**config.mk**
```make
export PLATFORM = sky130hd
export DESIGN_NAME = demux_1to4
export DESIGN_NICKNAME = d
export VERILOG_FILES = /design/src/rtl/demux_pkg.sv /design/src/rtl/demux_lane.sv /design/src/rtl/demux_1to4.sv
export SDC_FILE = /design/constraint.sdc
export NUM_CORES = 1
export LEC_CHECK = 0
export ABC_AREA = 1
export BUFFER_PORTS_ARGS = -buffer_cell sky130_fd_sc_hd__buf_2
export CORE_MARGIN = 2
export CORE_UTILIZATION = 39
export CTS_BUF_LIST = sky130_fd_sc_hd__clkbuf_8
export DETAILED_ROUTE_END_ITERATION = 10
export GPL_ROUTABILITY_DRIVEN = 0
export MAX_ROUTING_LAYER = met4
export PLACE_DENSITY = 0.72
export SLEW_MARGIN = 5
export SYNTH_ARGS = -nofsm -noshare
export SYNTH_HDL_FRONTEND = slang
export SYNTH_HIERARCHICAL = 1
export SYNTH_SLANG_ARGS = --single-unit
```
**constraint.sdc**
```tcl
create_clock -name clk -period 1.8 [get_ports clk]
set_input_delay 0.09 -clock clk [delete_from_list [all_inputs] [get_ports clk]]
set_output_delay 0.09 -clock clk [all_outputs]
set_load 0.02 [all_outputs]
```
**src/rtl/demux_pkg.sv**
```systemverilog
// Shared constants for the 1-to-4 demultiplexer: FSM encodings, lane indices
// and the word counter width.
package demux_pkg;

    localparam logic [1:0] IDLE    = 2'd0;
    localparam logic [1:0] COLLECT = 2'd1;
    localparam logic [1:0] HOLD    = 2'd2;

    localparam logic [1:0] LANE_A = 2'd0;
    localparam logic [1:0] LANE_B = 2'd1;
    localparam logic [1:0] LANE_C = 2'd2;
    localparam logic [1:0] LANE_D = 2'd3;

    localparam int WCNT_W = 8;

    function automatic logic [3:0] lane_onehot(input logic [1:0] sel);
        return 4'b0001 << sel;
    endfunction

endpackage

```
**src/rtl/demux_lane.sv**
```systemverilog
// One output lane: a W-bit data register with write enable plus a registered
// strobe that pulses for the single cycle after each write.
module demux_lane #(
    parameter int W = 1
) (
    input  logic         clk,
    input  logic         rst_n,
    input  logic         we_i,
    input  logic [W-1:0] din_i,
    output logic [W-1:0] q_o,
    output logic         stb_o
);

    logic [W-1:0] data_q;
    logic         stb_q;

    always_ff @(posedge clk) begin
        if (!rst_n) begin
            data_q <= '0;
            stb_q  <= 1'b0;
        end else begin
            stb_q <= we_i;
            if (we_i) begin
                data_q <= din_i;
            end
        end
    end

    assign q_o   = data_q;
    assign stb_o = stb_q;

endmodule

```
**src/rtl/demux_1to4.sv**
```systemverilog
// Sequential 1-to-4 demultiplexer: manual lane select, or automatic collection
// of four beats into a word handed off with a valid/ready handshake.
module demux_1to4
    import demux_pkg::*;
#(
    parameter int W = 1
) (
    input  logic              clk,
    input  logic              rst_n,
    input  logic              mode,
    input  logic              s1,
    input  logic              s0,
    input  logic [W-1:0]      f,
    input  logic              in_valid,
    output logic              in_ready,
    output logic [W-1:0]      a,
    output logic [W-1:0]      b,
    output logic [W-1:0]      c,
    output logic [W-1:0]      d,
    output logic [3:0]        strobe,
    output logic              word_valid,
    input  logic              word_ready,
    output logic [WCNT_W-1:0] word_cnt
);

    logic [1:0]        state_q, state_d;
    logic [1:0]        ptr_q, ptr_d;
    logic [WCNT_W-1:0] cnt_q, cnt_d;

    logic              accept;
    logic [1:0]        lane_sel;
    logic [3:0]        lane_we;
    logic [W-1:0]      lane_q [4];

    // Both handshake outputs depend only on registered state.
    assign in_ready   = (state_q != HOLD);
    assign word_valid = (state_q == HOLD);
    assign accept     = in_valid & in_ready;

    assign lane_sel = (state_q == COLLECT) ? ptr_q : {s1, s0};
    assign lane_we  = accept ? lane_onehot(lane_sel) : 4'b0000;

    always_comb begin
        state_d = state_q;
        ptr_d   = ptr_q;
        cnt_d   = cnt_q;
        case (state_q)
            IDLE: begin
                if (mode) begin
                    state_d = COLLECT;
                    ptr_d   = LANE_A;
                end
            end
            COLLECT: begin
                if (accept) begin
                    ptr_d = ptr_q + 2'd1;
                    if (ptr_q == LANE_D) begin
                        state_d = HOLD;
                    end
                end
                if (!mode) begin
                    state_d = IDLE;
                end
            end
            HOLD: begin
                // A hand-off coinciding with a mode drop still counts.
                if (word_ready) begin
                    cnt_d   = cnt_q + WCNT_W'(1);
                    state_d = COLLECT;
                    ptr_d   = LANE_A;
                end
                if (!mode) begin
                    state_d = IDLE;
                end
            end
            default: begin
                state_d = IDLE;
                ptr_d   = LANE_A;
            end
        endcase
    end

    always_ff @(posedge clk) begin
        if (!rst_n) begin
            state_q <= IDLE;
            ptr_q   <= LANE_A;
            cnt_q   <= '0;
        end else begin
            state_q <= state_d;
            ptr_q   <= ptr_d;
            cnt_q   <= cnt_d;
        end
    end

    generate
        for (genvar gi = 0; gi < 4; gi++) begin : g_lane
            demux_lane #(.W(W)) u_lane (
                .clk   (clk),
                .rst_n (rst_n),
                .we_i  (lane_we[gi]),
                .din_i (f),
                .q_o   (lane_q[gi]),
                .stb_o (strobe[gi])
            );
        end
    endgenerate

    assign a        = lane_q[LANE_A];
    assign b        = lane_q[LANE_B];
    assign c        = lane_q[LANE_C];
    assign d        = lane_q[LANE_D];
    assign word_cnt = cnt_q;

endmodule

```
# Word level (Yosys, flattened, before mapping)
# Cells that the tools add are included.
[totals] word_cells=42 output_inout_bits=18 reg_bits=20 in_bits=8
[classes] eq_ne=10 bitwise=1 muxes=13 reduce_logical=4 shift=1 n_addsub=2
[ops] operator="2-bit two-way mux" count=10
[ops] operator="2-bit case mux with 3 select lines" count=2
[ops] operator="8-bit by 1-bit adder with 8-bit output, second input constant" count=1
[ops] operator="2-bit != test, second input constant" count=3
[ops] operator="3-bit by 2-bit != test with 1-bit output, second input constant" count=2
[ops] operator="2-bit == test, second input constant" count=2
[ops] operator="4-bit two-way mux" count=1
[ops] operator="4-bit AND reduction" count=1
[ops] operator="1-bit by 2-bit << shifter with 4-bit output, first input constant" count=1
[ops] operator="3-bit != test, second input constant" count=1
[ops] operator="3-bit AND reduction" count=1
[ops] operator="2-bit by 1-bit adder with 2-bit output, second input constant" count=1
[ops] operator="2-bit by 1-bit == test with 1-bit output, second input constant" count=1
[ops] operator="2-bit zero test" count=1
[ops] operator="2-bit by 1-bit != test with 1-bit output, second input constant" count=1
[ops] operator="2-bit AND reduction" count=1
[ops] operator="1-bit AND" count=1

# Logic depth before layout (Yosys ltp)
[logic_depth] depth_word=5 depth_mapped=9 ltp_nobuf=9

# Modules after synthesis
# Netlist, hierarchy kept.
[by_module_without_submodules] module="demux_1to4" area_each_um2=714.4 seq_area_each_um2=240.2 n_inst=1 cells_per_inst=110
[by_module_without_submodules] module="demux_lane" area_each_um2=68.8 seq_area_each_um2=40.0 n_inst=4 cells_per_inst=9

# Least setup slack after synthesis
# No wires, ideal clock.
[synth_path] kind="register to register" start="register state_q[0]" end="register g_lane[0].u_lane.data_q" n_path_buf=0 stages_incl_launch_ff=10 arrival_time_ps=1176 path_slack_ps=510 t_required_ps=1686 synth_period_minus_slack_ps=1290 setup_ps=114 cell_sequence="dfxtp_1 inv_2 nor2_2 nand2_1 o21ai_2 inv_2 nor2_1 nand2_1 nand2_1 nor2_2"
[synth_between] elab_chain_len=4 word_cells_on_any_way=6 cone_classes="2 x eq/ne; 1 x shift; 2 x mux; 1 x bitwise"
[synth_rtl] item="start: declaration" line="demux_1to4.sv:26" source="logic [1:0] state_q, state_d;"
[synth_rtl] item="start signal: assignment" line="demux_1to4.sv:89" source="state_q <= state_d;"
[synth_rtl] item="2-bit by 1-bit == test with 1-bit output" line="demux_1to4.sv:40" source="assign lane_sel = (state_q == COLLECT) ? ptr_q : {s1, s0};"
[synth_rtl] item="2-bit two-way mux" line="demux_1to4.sv:40"
[synth_rtl] item="1-bit by 2-bit << shifter with 4-bit output" line="demux_pkg.sv:17" source="return 4'b0001 << sel;"
[synth_rtl] item="4-bit two-way mux *" line="demux_1to4.sv:41" source="assign lane_we = accept ? lane_onehot(lane_sel) : 4'b0000;"
[synth_rtl] item="named net lane_we[0]" line="demux_1to4.sv:32" source="logic [3:0] lane_we;"
[synth_rtl] item="end signal: assignment" line="demux_lane.sv:24" source="data_q <= din_i;"
[synth_rtl] item="end: declaration" line="demux_lane.sv:14" source="logic [W-1:0] data_q;"
# Mark *: on every way through the listed nets, which the timed path passes. The rest lies on a longest branch.
# A chain may end at the register's enable or synchronous reset.

# Worst setup path after layout
# Same ends and word-level chain as after synthesis.

==> results.json <==
{
  "path_buf_inv": 2,
  "setup_viol": 0,
  "path_cells": "inv_2, nor2_2, nand2_1, o21ai_2, inv_2, nor2_1, nand2_1, nand2_1, nor2_2",
  "htreeDepth": 1,
  "start_kind": "flip-flop",
  "slowest_delay_ns": 0.40,
  "antenna_cells": 0,
  "routed_wl_um": 1960,
  "syn-instance-count": 146,
  "via_count": 946,
  "area_growth_pct": 22.0,
  "clk_latency_ns": 0.26,
  "die_area_um2": 2960,
  "synthTopCellsByArea": "dfxtp_1, nand2_1, inv_1, nor2_1, nand3_1",
  "layout_commonest_cell": "nand2_1",
  "fillers": 255,
  "ant_nets": 0,
  "p_leak_nw": 0.658,
  "cts_num_sinks": 20,
  "path_delay_family": "simple AND/OR/NAND/NOR gates",
  "clk_pin_slew_ns": 0.07,
  "p_int_mw": 0.721,
  "rsz0062_at_grt": "false",
  "core_area_um2": 2430,
  "cp_slowest_cell": "dfxtp_1",
  "crit_fanout": 7,
  "rows": 18,
  "first_pass_iters": 4,
  "track_usage_pct": 15.9,
  "layout_common_cells": "nand2_1, buf_2, inv_1, nor2_1, dfxtp_1",
  "path_depth": 9,
  "fp.dieH_um": 54.4,
  "yosysUniqueCellTypes": 18,
  "grt_max_degree": 16,
  "p_switching_mw": 0.278,
  "r2r_start": "state_q[0]",
  "fin_nets": 186,
  "wl_per_cell_um": 9.57,
  "power.share.sequential_pct": 48.2,
  "cts-root-buf": "clkbuf_8",
  "critPathLaunch": "state_q[0]",
  "crit_arrival_ns": 1.62,
  "place_inst": 201,
  "cts_resized": 0,
  "overflow": 0,
  "netlist.area_leader.share_pct": 40.5,
  "hold_path.class": "in2reg",
  "cts_made_buffers": 3,
  "outcome": "completed",
  "cts_buffer_depth": 2,
  "syn_area_per_cell_um2": 6.78,
  "final_cells": 205,
  "cts_tree": "done",
  "wl_met1_um": 884,
  "finalHoldViolCount": 0,
  "drv_cap": 0,
  "clock.fmax_ghz": 0.684,
  "worst_pin_slew_ns": 0.264,
  "syn_area_um2": 990,
  "first_iter_violations": 7,
  "final_max_slew_viol_count": 0,
  "drive_gt1_share_pct": 24.0,
  "route.met2.wl_um": 966,
  "cp.required_ns": 1.95,
  "cts_setup_buffers": 0,
  "r2r_end": "g_lane[0].u_lane/q_o",
  "yosys_warnings": 6,
  "grt_pass1_wl_um": 3330,
  "pwr-share-comb_pct": 17.8,
  "dpl.hpwl_um": 1520,
  "wl_met3_um": 111,
  "topRoutingLayerUsed": "met3",
  "grt_pass1_vias": 844,
  "crit_type": "reg2reg",
  "vdd_drop_max_v": 0.000800,
  "start_util_pct": 40.7,
  "syn-num-nets": 156,
  "via_per_inst": 4.61,
  "pwr-share-clk_pct": 33.9,
  "synth_top_area_cell": "dfxtp_1",
  "skew_ns": 0.00312,
  "r2r_cells": 9,
  "ys_seq_elements": 20,
  "fin_setup_tns_ns": 0,
  "max-slew-margin-rel_pct": 82.4,
  "port_buffers": 25,
  "antenna_found_initial": 0,
  "die_width_um": 54.4,
  "period_needed_ns": 1.46,
  "end_kind": "flip-flop",
  "swShare_pct": 27.9,
  "io_pins": 26,
  "worstSetupEndpoint": "g_lane[0].u_lane/q_o",
  "p_per_area_nw_per_um2": 827,
  "remaining_drc_errors": 0,
  "cts_hold_buf": 0,
  "crit_top_cell": "nand2_1",
  "synth_seq_area_share_pct": 40.5,
  "rrSetupSlack_ns": 0.34,
  "finalCritPeriodShare_pct": 81.3
}
## Yosys cell counts
master,number
xor2_1,2
inv_2,3
clkinv_1,1
ha_1,2
dfxtp_1,20
nor2_4,2
nor2_1,22
o21ai_2,1
o21a_1,1
nand3_1,9
nand2_1,39
o21ai_0,1
o211ai_1,2
a21oi_1,6
inv_1,23
nand3_2,2
nor2_2,5
nand4_1,5
## worst min-delay path by stage
stage	from	end	cells after the start
floorplan	rst_n	g_lane[0].u_lane/stb_o	2
global placement	word_ready	word_cnt[1]	3
detailed placement	word_ready	word_cnt[1]	3
CTS	word_ready	word_cnt[1]	3
global route	word_ready	word_cnt[1]	3
finish	word_ready	word_cnt[1]	3
## logic make-up (layout without fill, tap and decap cells)
kind of cell,Yosys count,count (layout),share of synthesized area [%]
and+or+nand+nor,84,84,38.3
AOI/OAI and AO/OA,11,11,6.70
DFF,20,20,40.5
buffers and inverters,27,56,10.2
adders and majority gates,2,2,2.53
xor gates and xnor gates,2,2,1.77
## layer usage
layer / vias to the layer above / GRT usage (%)
met4: 0 / 2.50
met1: 417 / 17.6
li1: 509 / -
met3: 0 / 4.92
met2: 20 / 28.3
met5: - / -
## cell type report
type                       count  area (um^2)  area share, %
sequential                    20          400           33.2
tap                           30         37.5           3.11
timing repair buffer          25          125           10.4
inverter                      27          101           8.39
multi-input combinational     99          488           40.4
clock buffer                   4         55.1           4.56
## flip-flops by register name, summed over array words and instances (netlist names)
signal / cells
word_cnt: 8
ptr_q: 2
state_q: 2
g_lane.u_lane/stb_o: 4
g_lane.u_lane/q_o: 4
## power by group through the flow
| stage | sequential [mW] | clock [mW] | combinational [mW] |
|---|---|---|---|
| floorplan | 0.506 | 0 | 0.112 |
| global placement | 0.491 | 0 | 0.175 |
| detailed placement | 0.491 | 0 | 0.180 |
| CTS | 0.481 | 0.349 | 0.180 |
| global route | 0.484 | 0.369 | 0.204 |
| finish | 0.482 | 0.339 | 0.178 |
## metrics by stage
| step | area, um^2 | setup WS [ns] | total power [mW] | hold slack, ns | utilization [%] |
|---|---|---|---|---|---|
| 2_1_floorplan | 990 | 0.510 | 0.618 | 0.188 | - |
| 3_5_place_dp | 1150 | 0.357 | 0.671 | 0.423 | 47.4 |
| 3_3_place_gp | 1150 | 0.367 | 0.665 | 0.419 | 47.4 |
| 6_report | 1210 | 0.337 | 0.999 | 0.153 | 49.6 |
| 4_1_cts | 1210 | 0.336 | 1.01 | 0.146 | 49.6 |
| 5_1_grt | 1210 | 0.194 | 1.06 | 0.163 | 49.6 |
## worst reg2reg max path, stage by stage, from the launching register on
cell and delay, ns:
dfxtp_1 0.40, inv_2 0.10, nor2_2 0.20, nand2_1 0.12
o21ai_2 0.11, inv_2 0.06, nor2_1 0.18, nand2_1 0.07
nand2_1 0.07, nor2_2 0.04
Note: power is estimated with default switching activity, not from simulation.
